--- src/rtl/n4by2_b2_idiv_arbiter_if.sv ---
// Request/result bundle between the two client FSMs and the divider sequencer.
// Each port is a four-phase level handshake: req rises with stable x/y, ack rises with results,
// req falls, ack falls; results then stay put until that port is granted again.
interface n4by2_b2_idiv_arbiter_if;
  logic       req_a;
  logic [3:0] x_a;
  logic [1:0] y_a;
  logic       ack_a;
  logic [1:0] q_a;
  logic [1:0] r_a;
  logic       no_idiv_a;

  logic       req_b;
  logic [3:0] x_b;
  logic [1:0] y_b;
  logic       ack_b;
  logic [1:0] q_b;
  logic [1:0] r_b;
  logic       no_idiv_b;

  logic       busy;
  logic [1:0] star;  // debug view of the sequencer state

  modport master (
    output req_a, x_a, y_a, req_b, x_b, y_b,
    input  ack_a, q_a, r_a, no_idiv_a, ack_b, q_b, r_b, no_idiv_b, busy, star
  );

  modport slave (
    input  req_a, x_a, y_a, req_b, x_b, y_b,
    output ack_a, q_a, r_a, no_idiv_a, ack_b, q_b, r_b, no_idiv_b, busy, star
  );
endinterface

--- src/rtl/n4by2_b2_idiv_arbiter.sv ---
// Round-robin sequencer sharing one signed 4-by-2 divider between ports A and B.
// Operands are registered on grant, results registered one cycle later and held per port.

module n4by2_b2_idiv_sdiv (
  input  logic [3:0] i_x,
  input  logic [1:0] i_y,
  output logic [1:0] o_q,
  output logic [1:0] o_r,
  output logic       o_no_idiv
);
  logic signed [5:0] w_xs;
  logic signed [5:0] w_ys;
  logic signed [5:0] w_q;
  logic              w_yz;

  assign w_yz = (i_y == 2'b00);
  assign w_xs = {{2{i_x[3]}}, i_x};
  // A zero divisor is swapped for 1 only to keep the divide operator well defined.
  assign w_ys = w_yz ? 6'sd1 : {{4{i_y[1]}}, i_y};
  assign w_q  = w_xs / w_ys;

  assign o_no_idiv = w_yz || (w_q > 6'sd1) || (w_q < -6'sd2);
  assign o_q       = w_q[1:0];
  // r = x - q*y is exact, so its two low bits need only two-bit arithmetic.
  assign o_r       = i_x[1:0] - w_q[1:0] * i_y;
endmodule

module n4by2_b2_idiv_arbiter (
  input  logic                         clock,
  input  logic                         reset_,
  n4by2_b2_idiv_arbiter_if.slave       bus
);
  typedef enum logic [1:0] {
    S_IDLE = 2'b00,
    S_CALC = 2'b01,
    S_ACK  = 2'b10,
    S_BAD  = 2'b11
  } state_t;

  state_t     r_star;
  logic [3:0] r_x;
  logic [1:0] r_y;
  logic       r_gnt;   // 0 = A granted, 1 = B granted
  logic       r_last;  // 0 = A served last, 1 = B served last
  logic       r_busy;
  logic       r_ack_a, r_ack_b;
  logic [1:0] r_q_a, r_r_a, r_q_b, r_r_b;
  logic       r_no_a, r_no_b;

  logic [1:0] w_q;
  logic [1:0] w_r;
  logic       w_no;
  logic       w_gnt_a;

  n4by2_b2_idiv_sdiv u_div (
    .i_x       (r_x),
    .i_y       (r_y),
    .o_q       (w_q),
    .o_r       (w_r),
    .o_no_idiv (w_no)
  );

  assign w_gnt_a = bus.req_a && (!bus.req_b || r_last);

  always_ff @(posedge clock or negedge reset_) begin
    if (!reset_) begin
      r_star  <= S_IDLE;
      r_x     <= 4'b0000;
      r_y     <= 2'b00;
      r_gnt   <= 1'b0;
      r_last  <= 1'b1;
      r_busy  <= 1'b0;
      r_ack_a <= 1'b0;
      r_ack_b <= 1'b0;
      r_q_a   <= 2'b00;
      r_r_a   <= 2'b00;
      r_no_a  <= 1'b0;
      r_q_b   <= 2'b00;
      r_r_b   <= 2'b00;
      r_no_b  <= 1'b0;
    end else begin
      case (r_star)
        S_IDLE: begin
          if (w_gnt_a) begin
            r_x    <= bus.x_a;
            r_y    <= bus.y_a;
            r_gnt  <= 1'b0;
            r_busy <= 1'b1;
            r_star <= S_CALC;
          end else if (bus.req_b) begin
            r_x    <= bus.x_b;
            r_y    <= bus.y_b;
            r_gnt  <= 1'b1;
            r_busy <= 1'b1;
            r_star <= S_CALC;
          end
        end
        S_CALC: begin
          if (!r_gnt) begin
            r_q_a   <= w_no ? 2'b00 : w_q;
            r_r_a   <= w_no ? 2'b00 : w_r;
            r_no_a  <= w_no;
            r_ack_a <= 1'b1;
          end else begin
            r_q_b   <= w_no ? 2'b00 : w_q;
            r_r_b   <= w_no ? 2'b00 : w_r;
            r_no_b  <= w_no;
            r_ack_b <= 1'b1;
          end
          r_last <= r_gnt;
          r_star <= S_ACK;
        end
        S_ACK: begin
          if (!r_gnt && !bus.req_a) begin
            r_ack_a <= 1'b0;
            r_busy  <= 1'b0;
            r_star  <= S_IDLE;
          end else if (r_gnt && !bus.req_b) begin
            r_ack_b <= 1'b0;
            r_busy  <= 1'b0;
            r_star  <= S_IDLE;
          end
        end
        default: begin
          r_busy <= 1'b0;
          r_star <= S_IDLE;
        end
      endcase
    end
  end

  assign bus.ack_a     = r_ack_a;
  assign bus.q_a       = r_q_a;
  assign bus.r_a       = r_r_a;
  assign bus.no_idiv_a = r_no_a;
  assign bus.ack_b     = r_ack_b;
  assign bus.q_b       = r_q_b;
  assign bus.r_b       = r_r_b;
  assign bus.no_idiv_b = r_no_b;
  assign bus.busy      = r_busy;
  assign bus.star      = r_star;
endmodule

--- src/flat_wrapper.sv ---
// flat-port wrapper written by rule: the top's interface ports become plain ports
module n4by2_b2_idiv_arbiter_flat 
  (clock, reset_, bus_req_a, bus_x_a, bus_y_a, bus_req_b, bus_x_b, bus_y_b, bus_ack_a, bus_q_a, bus_r_a, bus_no_idiv_a, bus_ack_b, bus_q_b, bus_r_b, bus_no_idiv_b, bus_busy, bus_star);
  n4by2_b2_idiv_arbiter_if bus_i ();
  input  logic clock;
  input  logic reset_;
  input wire logic [$bits(bus_i.req_a)-1:0] bus_req_a;
  input wire logic [$bits(bus_i.x_a)-1:0] bus_x_a;
  input wire logic [$bits(bus_i.y_a)-1:0] bus_y_a;
  input wire logic [$bits(bus_i.req_b)-1:0] bus_req_b;
  input wire logic [$bits(bus_i.x_b)-1:0] bus_x_b;
  input wire logic [$bits(bus_i.y_b)-1:0] bus_y_b;
  output wire logic [$bits(bus_i.ack_a)-1:0] bus_ack_a;
  output wire logic [$bits(bus_i.q_a)-1:0] bus_q_a;
  output wire logic [$bits(bus_i.r_a)-1:0] bus_r_a;
  output wire logic [$bits(bus_i.no_idiv_a)-1:0] bus_no_idiv_a;
  output wire logic [$bits(bus_i.ack_b)-1:0] bus_ack_b;
  output wire logic [$bits(bus_i.q_b)-1:0] bus_q_b;
  output wire logic [$bits(bus_i.r_b)-1:0] bus_r_b;
  output wire logic [$bits(bus_i.no_idiv_b)-1:0] bus_no_idiv_b;
  output wire logic [$bits(bus_i.busy)-1:0] bus_busy;
  output wire logic [$bits(bus_i.star)-1:0] bus_star;
  assign bus_i.req_a = bus_req_a;
  assign bus_i.x_a = bus_x_a;
  assign bus_i.y_a = bus_y_a;
  assign bus_i.req_b = bus_req_b;
  assign bus_i.x_b = bus_x_b;
  assign bus_i.y_b = bus_y_b;
  assign bus_ack_a = bus_i.ack_a;
  assign bus_q_a = bus_i.q_a;
  assign bus_r_a = bus_i.r_a;
  assign bus_no_idiv_a = bus_i.no_idiv_a;
  assign bus_ack_b = bus_i.ack_b;
  assign bus_q_b = bus_i.q_b;
  assign bus_r_b = bus_i.r_b;
  assign bus_no_idiv_b = bus_i.no_idiv_b;
  assign bus_busy = bus_i.busy;
  assign bus_star = bus_i.star;
  n4by2_b2_idiv_arbiter u_core (.clock(clock), .reset_(reset_), .bus(bus_i));
endmodule
--- config.mk ---
export PLATFORM = sky130hd
export DESIGN_NAME = n4by2_b2_idiv_arbiter_flat
export DESIGN_NICKNAME = d
export VERILOG_FILES = /design/src/rtl/n4by2_b2_idiv_arbiter_if.sv /design/src/rtl/n4by2_b2_idiv_arbiter.sv /design/src/flat_wrapper.sv
export SDC_FILE = /design/constraint.sdc
export NUM_CORES = 1
export LEC_CHECK = 0
export ABC_CLOCK_PERIOD_IN_PS = 6700
export CELL_PAD_IN_SITES_DETAIL_PLACEMENT = 1
export CELL_PAD_IN_SITES_GLOBAL_PLACEMENT = 1
export CORE_ASPECT_RATIO = 0.6
export CORE_UTILIZATION = 44
export DETAILED_ROUTE_END_ITERATION = 8
export DONT_BUFFER_PORTS = 1
export PLACE_DENSITY_LB_ADDON = 0.1
export SLEW_MARGIN = 10
export SYNTH_ARGS = -nofsm -noshare
export SYNTH_HDL_FRONTEND = slang
export SYNTH_SLANG_ARGS = --single-unit
export TNS_END_PERCENT = 30
--- constraint.sdc ---
create_clock -name clock -period 6.7 [get_ports clock]
set_clock_uncertainty 0.2 [all_clocks]
set_input_delay 2.01 -clock clock [delete_from_list [all_inputs] [get_ports clock]]
set_output_delay 2.01 -clock clock [all_outputs]
set_load 0.01 [all_outputs]
==> impl_metrics.tcl <==
set metrics [dict create \
    clock_path_buffers 2 \
    syn_to_final_growth_pct 43.9 \
    seq_area_sq_um 579 \
    drive_gt1_share_pct 41.1 \
    fill_cells 554 \
    die_y_um 59.0 \
    fin_hold_ws_ps 291 \
    fmax_mhz 147 \
    nNetsFinal 392 \
    cts_tree "yes" \
    hold_buffers 0 \
    final_cell_mix "54 x buf_4, 22 x nand2_1, 20 x dfrtp_1, 19 x ha_1, 16 x conb_1" \
    synth_cell_types 57 \
    grt_max_degree 24 \
    root_buffer "clkbuf_8" \
    ys_async_sr_fraction_pct 100 \
    htreeDepth 1 \
    antenna_found_initial 0 \
    initial_core_util_pct 46.4 \
    tightestPinTransition_ps 834 \
    yosysWarnings 0 \
    die_area_sq_mm 0.00572 \
    multiInputGateArea_sq_mm 0.00218 \
    synth_flop_cell "dfrtp_1" \
    gp_congestion 0.778 \
    core_area_sq_mm 0.00513 \
    drc_errors 0 \
    layout_commonest_cell "buf_4" \
    critical_path_class "register to register" \
    synth_edf_count 0 \
    drt_iter0_markers 127 \
    cp.required_ps 6660 \
    synth_top_area_cell "dfrtp_1" \
    dr.pass1.iters 4 \
    avgSynthCellArea_sq_um 8.79 \
    maxSlewViolCount 0 \
    critPathBufInv 5 \
    violations "negative setup slack" \
    dpl.hpwl_um 5290 \
    grt_pass1_wl_um 11300 \
    antenna_left 0 \
    maxCapViolCount 0 \
    cp_common_cell "ha_4" \
    hold_path.class "register to register" \
    n_antenna_cell 0 \
    status "finished with violations" \
    hold_viol_final 0 \
    crit_path_top_delay_cell "dfrtp_1" \
    route.vias.total 2411 \
    io_pins 31 \
    clock_sinks 23 \
    finalWirelength_um 9240 \
    fin_crit_sh_pct 101 \
    cts_buffers 3 \
    period_minus_slack_ps 6790 \
    cp_top_family "compound AO/OA/AOI/OAI gates" \
    netlist_top_cells_area "dfrtp_1 23%, ha_1 18%, mux2i_1 4.2%" \
    clk_latency_ps 270 \
    cp.arrival_ps 6750 \
    post_drt_wl_per_cell_um 22.7 \
    synth_seq_cells 23 \
    path_max_fanout 8 \
    syn_area_sq_mm 0.00238 \
    fin_ws_ps -91.0 \
    grt_usage_pct 25.3 \
    synth_top_cell_area_share_pct 23.1 \
    num_rows 20 \
    syn-instance-count 271 \
    ys_seq_area_share_pct 24.2 \
    gr-total-overflow 0 \
    port_buffers 0 \
    cp-start-kind "register" \
    relSlewSlack_pct 44.0 \
    setup_viol 7 \
    max_stage_delay_ps 420 \
    grt_pass1_vias 2279 \
    critPathCaptureType "register" \
    viasPerCell 5.92 \
    dieWidth_um 97.0 \
    clk_pin_slew_ps 80 \
]
## cell families (layout without fill, tap and decap cells)
| logic type | count (synthesis) | after routing | synth area share (%) |
|---|---|---|---|
| and+or+nand+nor | 73 | 73 | 15.5 |
| buffers and inverters | 26 | 82 | 5.93 |
| muxes | 16 | 16 | 7.04 |
| AOI/OAI and AO/OA | 82 | 82 | 23.6 |
| DFF | 23 | 23 | 24.2 |
| other | 2 | 16 | 0.315 |
| xor gates and xnor gates | 15 | 15 | 5.51 |
| adders and majority gates | 34 | 34 | 17.9 |
## flip-flops by register name, indices dropped and copies added (netlist names), 2 cells and up
signal	cells
u_core.r_y	2
u_core.bus.r_a	2
u_core.bus.r_b	2
u_core.bus.q_b	2
u_core.r_x	4
u_core.bus.star	2
u_core.bus.q_a	2
## through the flow
stage          setup TNS [ps]  setup slack [ps]  cells  utilization, %  instance area (sq um)
6_report                 -361             -91.0    407            66.8                   3430
3_3_place_gp             -605              -137    378            53.3                   2730
4_1_cts                     0              2.68    392            57.4                   2950
5_1_grt                 -3010              -391    407            66.8                   3430
2_1_floorplan               0              16.5    285               -                   2470
3_5_place_dp            -2350              -349    378            53.3                   2730
## cells in the mapped netlist, drive strengths merged, types with 2 or more instances
library cell  count
nand2            25
nand2b            4
buf               5
a31oi             4
o31ai             6
xnor2            11
nand3             2
xor2              4
nor2b             3
clkbuf            3
nor2             17
o32a              2
or2b              2
inv              18
a21o              6
a211oi            5
mux2i            10
ha               34
o211a             2
mux2              6
o22ai             2
o21a              5
and3              2
conb              2
o2111a            2
or4               2
a21oi            18
nor3              6
dfrtp            22
nand4             3
o21ai            24
## worst paths after layout
| kind | cells past startpoint | from | slack [ps] | endpoint |
|---|---|---|---|---|
| min in group asynchronous | 0 | reset_ | 1220 | u_core.bus.no_idiv_b |
| setup / recovery | 34 | u_core.r_x[0] | -90 | u_core.bus.no_idiv_b |
| max in group asynchronous | 0 | reset_ | 4900 | u_core.r_last |
| setup reg to reg | 34 | u_core.r_x[0] | -90 | u_core.bus.no_idiv_b |
| hold reg to reg | 2 | u_core.r_last | 290 | u_core.r_last |
| hold / removal | 2 | u_core.r_last | 290 | u_core.r_last |
## worst reg2reg max path: cells and delay by family (launching register included)
family                     cells  cell delay, ps
AOI/OAI and AO/OA             14            2490
and+or+nand+nor                9            1480
buffers and inverters          5             640
muxes                          1             270
DFF                            1             420
adders and majority gates      5            1200
## per-layer routing
layer	part of all wire (%)	GRT usage [%]	vias to the layer above
met1	45	35.8	1227
met5	0	0	-
met2	49	42.4	63
met4	1.8	3.84	0
li1	-	-	1107
met3	4.2	3.77	14
## area by class of cell
cell class	instances	share of cell area [%]
Multi-Input combinational cell	236	63.6
Sequential cell	23	16.9
Timing Repair Buffer	60	13.8
Tap cell	66	2.41
Inverter	18	1.97
Clock buffer	4	1.31
## timing repair
action                     in CTS  in global routing
pin swaps                      10                 34
setup buffers                  10                 15
gates resized for setup        18                 68
setup endpoints to repair      10                 10
Power is left out: the tool's default activity adds up to more than one toggle a clock period on the data nets, which glitch-free logic cannot reach.
